<file path="src/rtl/step_counter.sv">
// Stepping counter: latches step/dir/limit on start, then steps count toward the limit each clock.
// Define STEP_COUNTER_SAT_EN to saturate and finish on carry/borrow; otherwise the count wraps and the run continues.
module step_counter #(
    parameter int unsigned STEP_W  = 4,
    parameter int unsigned COUNT_W = 8
) (
    input  logic               clk,
    input  logic               rst,
    input  logic               start,
    input  logic               stop,
    input  logic [STEP_W-1:0]  step,
    input  logic               dir,
    input  logic [COUNT_W-1:0] limit,
    output logic [COUNT_W-1:0] count,
    output logic               overflow,
    output logic               busy,
    output logic               done
);

    localparam int unsigned EXT_W = COUNT_W + 1;

    typedef enum logic [1:0] {
        ST_IDLE = 2'd0,
        ST_RUN  = 2'd1,
        ST_DONE = 2'd2
    } state_t;

    state_t             state, state_d;
    logic [STEP_W-1:0]  step_q, step_d;
    logic               dir_q, dir_d;
    logic [COUNT_W-1:0] lim_q, lim_d;
    logic [COUNT_W-1:0] count_d;
    logic               overflow_d, busy_d, done_d;
    logic [EXT_W-1:0]   nxt;
    logic               wrap;

    // State and output registers
    always_ff @(posedge clk) begin
        if (rst) begin
            state    <= ST_IDLE;
            step_q   <= '0;
            dir_q    <= 1'b0;
            lim_q    <= '0;
            count    <= '0;
            overflow <= 1'b0;
            busy     <= 1'b0;
            done     <= 1'b0;
        end else begin
            state    <= state_d;
            step_q   <= step_d;
            dir_q    <= dir_d;
            lim_q    <= lim_d;
            count    <= count_d;
            overflow <= overflow_d;
            busy     <= busy_d;
            done     <= done_d;
        end
    end

    // Next state: start beats stop, stop beats the RUN update
    always_comb begin
        state_d    = state;
        step_d     = step_q;
        dir_d      = dir_q;
        lim_d      = lim_q;
        count_d    = count;
        overflow_d = overflow;
        done_d     = 1'b0;
        // Extra top bit of nxt is the carry (up) or borrow (down)
        nxt        = dir_q ? ({1'b0, count} - EXT_W'(step_q))
                           : ({1'b0, count} + EXT_W'(step_q));
        wrap       = nxt[COUNT_W];

        if (start) begin
            step_d     = step;
            dir_d      = dir;
            lim_d      = limit;
            count_d    = dir ? limit : '0;
            overflow_d = 1'b0;
            state_d    = ST_RUN;
        end else begin
            case (state)
                ST_RUN: begin
                    if (stop) begin
                        state_d = ST_IDLE;
                    end else if (wrap) begin
                        overflow_d = 1'b1;
`ifdef STEP_COUNTER_SAT_EN
                        count_d = dir_q ? '0 : '1;
                        done_d  = 1'b1;
                        state_d = ST_DONE;
`else
                        count_d = nxt[COUNT_W-1:0];
`endif
                    end else if ((!dir_q && (nxt >= {1'b0, lim_q})) ||
                                 (dir_q && (nxt == '0))) begin
                        count_d = nxt[COUNT_W-1:0];
                        done_d  = 1'b1;
                        state_d = ST_DONE;
                    end else begin
                        count_d = nxt[COUNT_W-1:0];
                    end
                end
                ST_IDLE, ST_DONE: state_d = state;
                default:          state_d = ST_IDLE;
            endcase
        end

        busy_d = (state_d == ST_RUN);
    end

endmodule

</file>
<file path="config.mk">
export PLATFORM = sky130hd
export DESIGN_NAME = step_counter
export DESIGN_NICKNAME = d
export VERILOG_FILES = /design/src/rtl/step_counter.sv
export SDC_FILE = /design/constraint.sdc
export NUM_CORES = 1
export LEC_CHECK = 0
export BUFFER_PORTS_ARGS = -buffer_cell sky130_fd_sc_hd__buf_2
export CAP_MARGIN = 20
export CORE_ASPECT_RATIO = 2
export CORE_MARGIN = 4
export CORE_UTILIZATION = 45
export DETAILED_ROUTE_END_ITERATION = 8
export PLACE_DENSITY = 0.66
export SYNTH_ARGS = -nofsm -noshare
export SYNTH_HDL_FRONTEND = slang
export SYNTH_SLANG_ARGS = --single-unit
</file>
<file path="constraint.sdc">
create_clock -name clk -period 3.7 [get_ports clk]
set_clock_uncertainty 0.1 [all_clocks]
set_input_delay 0.37 -clock clk [delete_from_list [all_inputs] [get_ports clk]]
set_output_delay 0.37 -clock clk [all_outputs]
set_load 0.005 [all_outputs]
</file>
==> metrics.md, run 1 <==
| Metric | Value |
|---|---|
| Die Y | 96.8 um |
| Hold Vio Cnt, Final | 0 |
| Final setup margin | 0.150 ns |
| Post-synth top flop | dfxtp_1 |
| Synthesized net count | 252 |
| Post-Place Cells | 284 |
| Clock sinks | 26 |
| Post-synth ARST share | 0% |
| Total GRT Usage | 18.7% |
| Fmax | 282 MHz |
| Pre-CTS WS | 0.127 ns |
| Combinational power share | 39.9% |
| RD Place Congestion | 0.876 |
| Core area | 0.00384 mm2 |
| CP Data Arrival Time | 3.62 ns |
| Chip width | 52.4 um |
| VDD IR-drop max | 0.284 mV |
| Seq cells post-synth | 26 |
| Die footprint | 0.00508 mm2 |
| Mux contribution to synthesized area | 9.09% |
| Proportion of layout cells with a drive suffix above 1 | 18.8% |
| Top cell by count, worst path | ha_1 |
| Worst setup SP type | flip-flop |
| Clock transition at path regs | 0.09 ns |
| Num ports | 28 |
| DR vias/cell | 5.51 |
| Leading area contributor after synthesis | dfxtp_1 |
| First-pass GRT wire length | 7160 um |
| # setup viols final | 0 |
| Cell Int Power | 608 uW |
| Worst-Margin Slew | 0.730 ns |
| Power density cells | 455 mW/mm2 |
| Hold-fix buffers at CTS | 0 |
| MaxCap Viol Count | 0 |
| Status | finished, final reports clean |
| DR iter-0 viols | 30 |
| Leakage | 0.000913 uW |
| Final WL | 4310 um |
| Clk buf depth | 2 |
| Cell with the most instances after synthesis | nor2_1 |
| Drt wl/cell | 14.8 um |
| Commonest cells in the netlist | nor2_1, dfxtp_1, ha_1 |
| Synth area leaders | dfxtp_1, ha_1, mux2i_1 |
| Post-synthesis sequential area ratio | 29.3% |
| Area share of the largest cell type after synthesis | 29.3% |
| Fin nets | 276 |
| TritonCTS clock tree | done |
| Critical Path Fanout Max | 8 |
| Area Overhead vs Synth | 14.1% |
| Worst-skew pair later-pin latency | 0.28 ns |
| EDFF count, synth | 0 |
| Total CTS buffers | 3 |
| H-Tree Depth | 1 |
| NetSw | 313 uW |
| Synth Cell Area | 0.00178 mm2 |
| Initial antenna violation count | 0 |
| TritonRoute pass-1 iters | 4 |
| Switching share of power | 34.0% |
| Worst path slowest cell | a2111o_1 |
| Synth Area in Simple Gates | 20.7% |
| Post-synthesis compound-gate area fraction | 18.2% |
| I/O Buffers | 27 |
| Clock group share of total power | 26.4% |
| Final Total Pwr | 921 uW |
| Crit path cell chain | nor3_1 -> ha_1 -> mux2i_1 -> ha_1 -> nand3_1 -> a21oi_1 -> a2111o_1 -> and2_2 -> ha_1 -> o21ai_0 -> a21oi_1 -> o31ai_1 -> buf_4 -> a221o_1 |
| # DRC | 0 |
| Slew Limit Fails | 0 |
| Xor/xnor cell area share of the yosys netlist | 2.47% |
| Register share of total power | 33.7% |
| # diodes | 0 |
| Root Driver | clkbuf_8 |
| Post-detailed-route count of antenna-violating nets | 0 |
| Worst rel slew slack | 51.3% |
| Layout Cells excl Fill | 290 |
| Syn. warnings | 0 |
| Post-synth cell types | 43 |
| Combinational family with the most area after synthesis | simple AND/OR/NAND/NOR gates |
| Vias in the first global route | 1545 |
| Hold Path Class | input pin to flip-flop |
| Fin crit period | 3.55 ns |
| Adder-cell area share of the yosys netlist | 13.8% |
| Initial core utilization | 46.2% |
| TNS Setup | 0 ns |
| Grt total ovfl | 0 |
| Slowest stage delay, CP | 0.44 ns |
| Pin count of the biggest net entering global routing | 35 |
| Fin crit share | 95.9% |
| Critical Path RT | 3.77 ns |
| DP HPWL | 3370 um |
| Rows | 32 |
| Setup crit end kind | flip-flop |
| Crit Path Category | flip-flop to flip-flop |
| Vias | 1599 |
| Post-Syn Area per Cell | 8.22 um2 |
| Mapped Cells | 216 |
[layer usage]
metal / wire length [um] / share of wire, % / GRT usage (%)
met1: 1630 / 38 / 20.4
met2: 2330 / 54 / 32.4
met3: 111 / 2.6 / 2.31
met4: 233 / 5.4 / 11.0
met5: 0 / 0 / 0
[critical path, delay by kind of cell, from the launching register on]
kind,cells,cell delay [ns]
AOI/OAI and AO/OA,6,1.11
adders and majority gates,3,0.92
buffers and inverters,1,0.15
DFF,1,0.35
muxes,1,0.22
and+or+nand+nor,3,0.59
[layout make-up]
cell class              instances  area [um2]
fillers                       413        1820
multi-input cells             162        1140
flip-flops and latches         26         522
repair buffers                 31         165
well taps                      51        63.8
inverters                      16        60.1
clock buffers                   3        41.3
clock inverters                 1        30.0
[cells by family (layout without fill, tap and decap cells)]
kind of cell / after synthesis / count (layout)
simple gates: 76 / 76
compound gates: 46 / 46
buf+inv: 28 / 51
flops: 26 / 26
fa+ha+maj: 19 / 19
mux: 16 / 16
xor+xnor: 5 / 5
[power groups by stage]
stage | registers, uW | clock network, uW | logic [uW]
global route | 313 | 259 | 422
detailed placement | 317 | 0 | 349
finish | 310 | 243 | 368
CTS | 310 | 248 | 352
floorplan | 315 | 0 | 263
global placement | 317 | 0 | 346
[cell usage in the layout (no fill, tap or decap), types with 3 or more instances in the layout]
| cell | count |
|---|---|
| a211oi_1 | 6 |
| a31oi_1 | 4 |
| inv_1 | 16 |
| xnor2_1 | 3 |
| ha_1 | 17 |
| clkbuf_8 | 3 |
| nor3_1 | 7 |
| nand3_1 | 7 |
| mux2i_1 | 15 |
| a21oi_1 | 11 |
| o21ai_0 | 6 |
| dfxtp_1 | 25 |
| nand2_1 | 8 |
| buf_4 | 4 |
| nor2b_1 | 7 |
| nor2_1 | 32 |
| buf_2 | 27 |
[metrics by stage]
stage / utilization [%] / area [um2] / hold WS (ns)
2_1_floorplan: - / 1780 / 0.356
3_3_place_gp: 50.4 / 1940 / 0.340
3_5_place_dp: 50.4 / 1940 / 0.349
4_1_cts: 52.2 / 2010 / 0.223
5_1_grt: 52.7 / 2030 / 0.244
6_report: 52.7 / 2030 / 0.229
[flip-flops by register name (all words and copies together), names as in the netlist]
| signal | count |
|---|---|
| overflow | 1 |
| done | 1 |
| state | 2 |
| count | 8 |
| busy | 1 |
| dir_q | 1 |
| lim_q | 8 |
| step_q | 4 |
[final timing paths]
kind                               start                endpoint  slack, ns  cells past startpoint
setup reg to reg  step_q[0]$_SDFFE_PP0P_         busy$_SDFF_PP0_       0.15                     14
hold / removal                   step[3]  step_q[3]$_SDFFE_PP0P_       0.23                      3
hold reg to reg    overflow$_SDFFE_PP0P_   overflow$_SDFFE_PP0P_       0.37                      1
setup / recovery  step_q[0]$_SDFFE_PP0P_         busy$_SDFF_PP0_       0.15                     14
[repair_timing]
| item | in CTS | in global routing |
|---|---|---|
| endpoints found under the setup margin | 0 | 4 |
| buffers inserted | 0 | 2 |
| gates resized for setup | 0 | 2 |
Note: power is estimated with default switching activity, not from simulation.
==> run 2, diff against run 1 <==
- CORE_MARGIN: 4 -> 2
- CORE_UTILIZATION: 45 -> 55
- PLACE_DENSITY: 0.66 -> 0.78
- SKIP_CTS_REPAIR_TIMING: not set -> 1
==> metrics.md, run 2 (same netlist as run 1, synthesis figures left out) <==
| Metric | Value |
|---|---|
| Status | finished, final reports clean |
| Crit path cell chain | inv_1 -> ha_1 -> mux2_2 -> fa_1 -> nand2b_1 -> a21oi_1 -> xor2_1 -> ha_1 -> a21o_1 -> a211oi_1 -> a21oi_1 -> o31ai_1 -> buf_4 -> o31ai_1 |
| Biggest regs | count: 8 flops, lim_q: 8 flops, step_q: 4 flops |
| Critical Path Fanout Max | 4 |
| TritonCTS clock tree | done |
| Hold Vio Cnt, Final | 0 |
| Most used routing layer | met2 |
| Critical Path RT | 3.77 ns |
| Worst-skew pair later-pin latency | 0.28 ns |
| Initial core utilization | 56.9% |
| Commonest non-fill, non-tap cell in the layout | nor2_1 |
| First-pass GRT wire length | 7060 um |
| Reg2reg setup slack | 0.17 ns |
| Fin crit share | 95.3% |
| CP Data Arrival Time | 3.60 ns |
| H-Tree Depth | 1 |
| Worst Reg-to-Reg Cells | 14 |
| Rows | 29 |
| Proportion of layout cells with a drive suffix above 1 | 19.7% |
| Die Y | 84.4 um |
| Crit Path Category | flip-flop to flip-flop |
| Worst Hold Depth | 3 |
| DR vias/cell | 6.00 |
| Leakage | 0.000918 uW |
| Register area | 523 um2 |
| Clock transition at path regs | 0.09 ns |
| Fmax | 284 MHz |
| Num ports | 28 |
| Fin crit period | 3.53 ns |
| Grt total ovfl | 0 |
| Fin nets | 276 |
| Area of the multi-input gates | 0.00115 mm2 |
| Area Overhead vs Synth | 13.2% |
| Grt met1 use | 25.8% |
| Chip width | 44.2 um |
| Setup crit end kind | flip-flop |
| Final WL | 4250 um |
| Reg2reg end | state[1]$_SDFF_PP0_ |
| Hold Slack | 0.223 ns |
| RSZ-0062 raised after global routing | no |
| Vias | 1620 |
| Total CTS buffers | 3 |
| GR met2 Demand/Resource | 43.4% |
| Core area | 0.00312 mm2 |
| Slew Limit Fails | 0 |
| Total GRT Usage | 24.9% |
| Die footprint | 0.00373 mm2 |
| Filler Cells Inserted | 308 |
| WHS Endpoint | step_q[0]$_SDFFE_PP0P_ |
| GRT met3 Usage | 3.44% |
| TNS Setup | 0 ns |
| # DRC | 0 |
| Min-delay src | step[0] |
| Root Driver | clkbuf_8 |
| Clock sinks | 26 |
| Vias in the first global route | 1609 |
| Worst path slowest cell | fa_1 |
| Post-detailed-route count of antenna-violating nets | 0 |
| DP HPWL | 3290 um |
| MaxCap Viol Count | 0 |
| VDD IR-drop max | 0.296 mV |
| RD Place Congestion | 0.909 |
| Worst rel slew slack | 52.3% |
| # diodes | 0 |
| Pin count of the biggest net entering global routing | 35 |
| DR iter-0 viols | 26 |
| Initial antenna violation count | 0 |
| Power density cells | 459 mW/mm2 |
| Worst-Margin Slew | 0.715 ns |
| I/O Buffers | 27 |
| Worst r2r src | step_q[0]$_SDFFE_PP0P_ |
| TritonRoute pass-1 iters | 4 |
| Drt wl/cell | 15.7 um |
| Clk buf depth | 2 |
| Worst setup SP type | flip-flop |
| # setup viols final | 0 |
| Highest-count cells in the layout ignoring fill and taps | nor2_1, buf_2, dfxtp_1 |
| Slowest stage delay, CP | 0.45 ns |
| Hold Path Class | input pin to flip-flop |
## run 2: layout make-up
cell class                 instances  area share (%)
clock buffer                       3            2.05
multi-input combinational        162            57.3
timing repair buffer              31            8.22
inverter                          16            2.99
clock inverter                     1            1.49
sequential                        26            26.0
tap                               31            1.93
## run 2: worst max-delay path by stage
stage	start	endpoint	slack, ns	cells after the start
after CTS	step_q[0]$_SDFFE_PP0P_	busy$_SDFF_PP0_	0.10	14
final	step_q[0]$_SDFFE_PP0P_	state[1]$_SDFF_PP0_	0.17	14
after global routing	step_q[0]$_SDFFE_PP0P_	state[1]$_SDFF_PP0_	0.003	14
after detailed placement	step_q[0]$_SDFFE_PP0P_	state[1]$_SDFF_PP0_	0.14	14
after floorplan	dir_q$_SDFFE_PP0P_	state[1]$_SDFF_PP0_	0.35	13
after global placement	step_q[0]$_SDFFE_PP0P_	state[0]$_SDFF_PP0_	0.18	14
## run 2: stage by stage
stage               area, um2  worst slack (ns)  total power (uW)  utilization (%)  instances
finish                   2010             0.173               923             64.4        270
global placement         1910             0.180               664             61.2        264
floorplan                1780             0.354               578                -        216
detailed placement       1910             0.138               667             61.2        264
global route             2010           0.00262               973             64.4        270
CTS                      1980             0.105               909             63.5        268
## run 2: where the power goes
part	total, uW	internal (uW)	switching [uW]
Clock	244	145	98.9
Combinational	367	165	203
Sequential	312	298	13.5
## run 2: critical path: cells and delay by family, from the launching register on
family | cells | cell delay (ns)
adders and majority gates | 3 | 1.04
AOI/OAI and AO/OA | 6 | 0.93
DFF | 1 | 0.36
muxes | 1 | 0.29
xor gates and xnor gates | 1 | 0.28
buffers and inverters | 2 | 0.22
and+or+nand+nor | 1 | 0.20
## run 2: layer usage
layer | wire (um) | vias up
li1 | - | 806
met1 | 1610 | 755
met2 | 2300 | 36
met3 | 95 | 23
met4 | 242 | 0
met5 | 0 | -
==> run 3, diff against run 2 <==
- CTS_BUF_LIST: not set -> sky130_fd_sc_hd__clkbuf_2
==> metrics.md, run 3 (same netlist as run 1, synthesis figures left out) <==
| Metric | Value |
|---|---|
| Worst rel slew slack | 52.9% |
| Critical Path RT | 3.93 ns |
| Area after DPL | 0.00191 mm2 |
| TritonCTS clock tree | done |
| Fin crit share | 94.9% |
| Hold Vio Cnt, Final | 0 |
| Power density cells | 435 mW/mm2 |
| Worst-Margin Slew | 0.706 ns |
| DP HPWL | 3290 um |
| Slew Limit Fails | 0 |
| CP Data Arrival Time | 3.74 ns |
| Setup crit end kind | flip-flop |
| Final instance area | 0.00197 mm2 |
| Chip width | 44.2 um |
| Final WL | 4120 um |
| Crit path cell chain | inv_1 -> ha_1 -> mux2_2 -> fa_1 -> nand2b_1 -> a21oi_2 -> xor2_1 -> ha_1 -> a21o_1 -> a211oi_1 -> a21oi_1 -> o31ai_1 -> buf_4 -> a221o_1 |
| TritonRoute pass-1 iters | 4 |
| # setup viols final | 0 |
| Vias in the first global route | 1587 |
| Vias | 1612 |
| Rows | 29 |
| Worst setup SP type | flip-flop |
| RD Place Congestion | 0.909 |
| Biggest regs | count: 8 flops, lim_q: 8 flops, step_q: 4 flops |
| Crit Path Category | flip-flop to flip-flop |
| Total GRT Usage | 24.7% |
| Worst path slowest cell | fa_1 |
| RSZ-0062 raised after global routing | no |
| Fin crit period | 3.51 ns |
| Critical Path Fanout Max | 4 |
| Clock sinks | 26 |
| First-pass GRT wire length | 7030 um |
| Die Y | 84.4 um |
| # diodes | 0 |
| Final Total Pwr | 856 uW |
| Highest-count cells in the layout ignoring fill and taps | nor2_1, buf_2, dfxtp_1 |
| # DRC | 0 |
| Core area | 0.00312 mm2 |
| Status | finished, final reports clean |
| Drt wl/cell | 15.3 um |
| VDD IR-drop max | 0.256 mV |
| TNS Setup | 0 ns |
| Slowest stage delay, CP | 0.45 ns |
| Hold Path Class | input pin to flip-flop |
| Proportion of layout cells with a drive suffix above 1 | 18.9% |
| Grt total ovfl | 0 |
| Top cell by count, worst path | ha_1 |
| Clk buf depth | 2 |
| Post-detailed-route count of antenna-violating nets | 0 |
| Clock transition at path regs | 0.28 ns |
| Commonest non-fill, non-tap cell in the layout | nor2_1 |
| Total CTS buffers | 3 |
| DR iter-0 viols | 38 |
| Pin count of the biggest net entering global routing | 35 |
| Num ports | 28 |
| Initial antenna violation count | 0 |
| Area Overhead vs Synth | 10.9% |
| Worst-skew pair later-pin latency | 0.38 ns |
| DR vias/cell | 5.99 |
| Leakage | 0.000901 uW |
| Die footprint | 0.00373 mm2 |
| I/O Buffers | 27 |
| H-Tree Depth | 1 |
| Fin nets | 275 |
| Fmax | 285 MHz |
| Root Driver | clkbuf_2 |
| MaxCap Viol Count | 0 |
| Initial core utilization | 56.9% |
-- run 3: cell count changes in the layout (fill, tap and decap cells not counted), sizes merged --
cell  before  now
buf       31   30
-- run 3: path summary, 6_finish.rpt --
path,startpoint,to,slack (ns),depth (start not counted)
worst max-delay path,step_q[0]$_SDFFE_PP0P_,busy$_SDFF_PP0_,0.19,14
worst min-delay path,limit[3],count[3]$_SDFFE_PP0P_,0.11,3
worst min register to register,overflow$_SDFFE_PP0P_,overflow$_SDFFE_PP0P_,0.39,1
worst max register to register,step_q[0]$_SDFFE_PP0P_,busy$_SDFF_PP0_,0.19,14
-- run 3: layer usage --
metal / share of wire, % / up-vias / track usage, % / wire length (um)
li1: - / 805 / - / -
met1: 37 / 740 / 25.8 / 1520
met2: 54 / 44 / 43.4 / 2230
met3: 2.8 / 23 / 2.80 / 114
met4: 6.0 / 0 / 16.3 / 246
met5: 0 / - / 0 / 0
-- run 3: cell type report --
cell class,count,area (um2)
fill,313,1150
multi-input combinational,162,1140
sequential,26,523
timing repair buffer,30,158
inverter,16,60.1
tap,31,38.8
clock inverter,1,30.0
clock buffer,3,15.0
-- run 3: critical path: cells and delay by family, from the launching register on --
family                   cells  cell delay [ns]
adder cells (fa/ha/maj)      3             1.03
AO/OA/AOI/OAI                6             0.95
flip-flops                   1             0.41
multiplexers                 1             0.29
XOR/XNOR                     1             0.27
buffers and inverters        2             0.22
AND/OR/NAND/NOR              1             0.21
-- run 3: per-stage QoR --
| stage | util (%) | setup slack [ns] | hold WS [ns] | cells |
|---|---|---|---|---|
| 4_1_cts | 62.7 | 0.0716 | 0.107 | 268 |
| 2_1_floorplan | - | 0.354 | 0.356 | 216 |
| 3_3_place_gp | 61.2 | 0.180 | 0.341 | 264 |
| 3_5_place_dp | 61.2 | 0.138 | 0.347 | 264 |
| 5_1_grt | 63.1 | 0.00919 | 0.0915 | 269 |
| 6_report | 63.1 | 0.188 | 0.109 | 269 |
-- run 3: power by group --
group          internal, uW  switching [uW]
logic                   161             198
clock network          92.9            92.0
registers               299            13.1
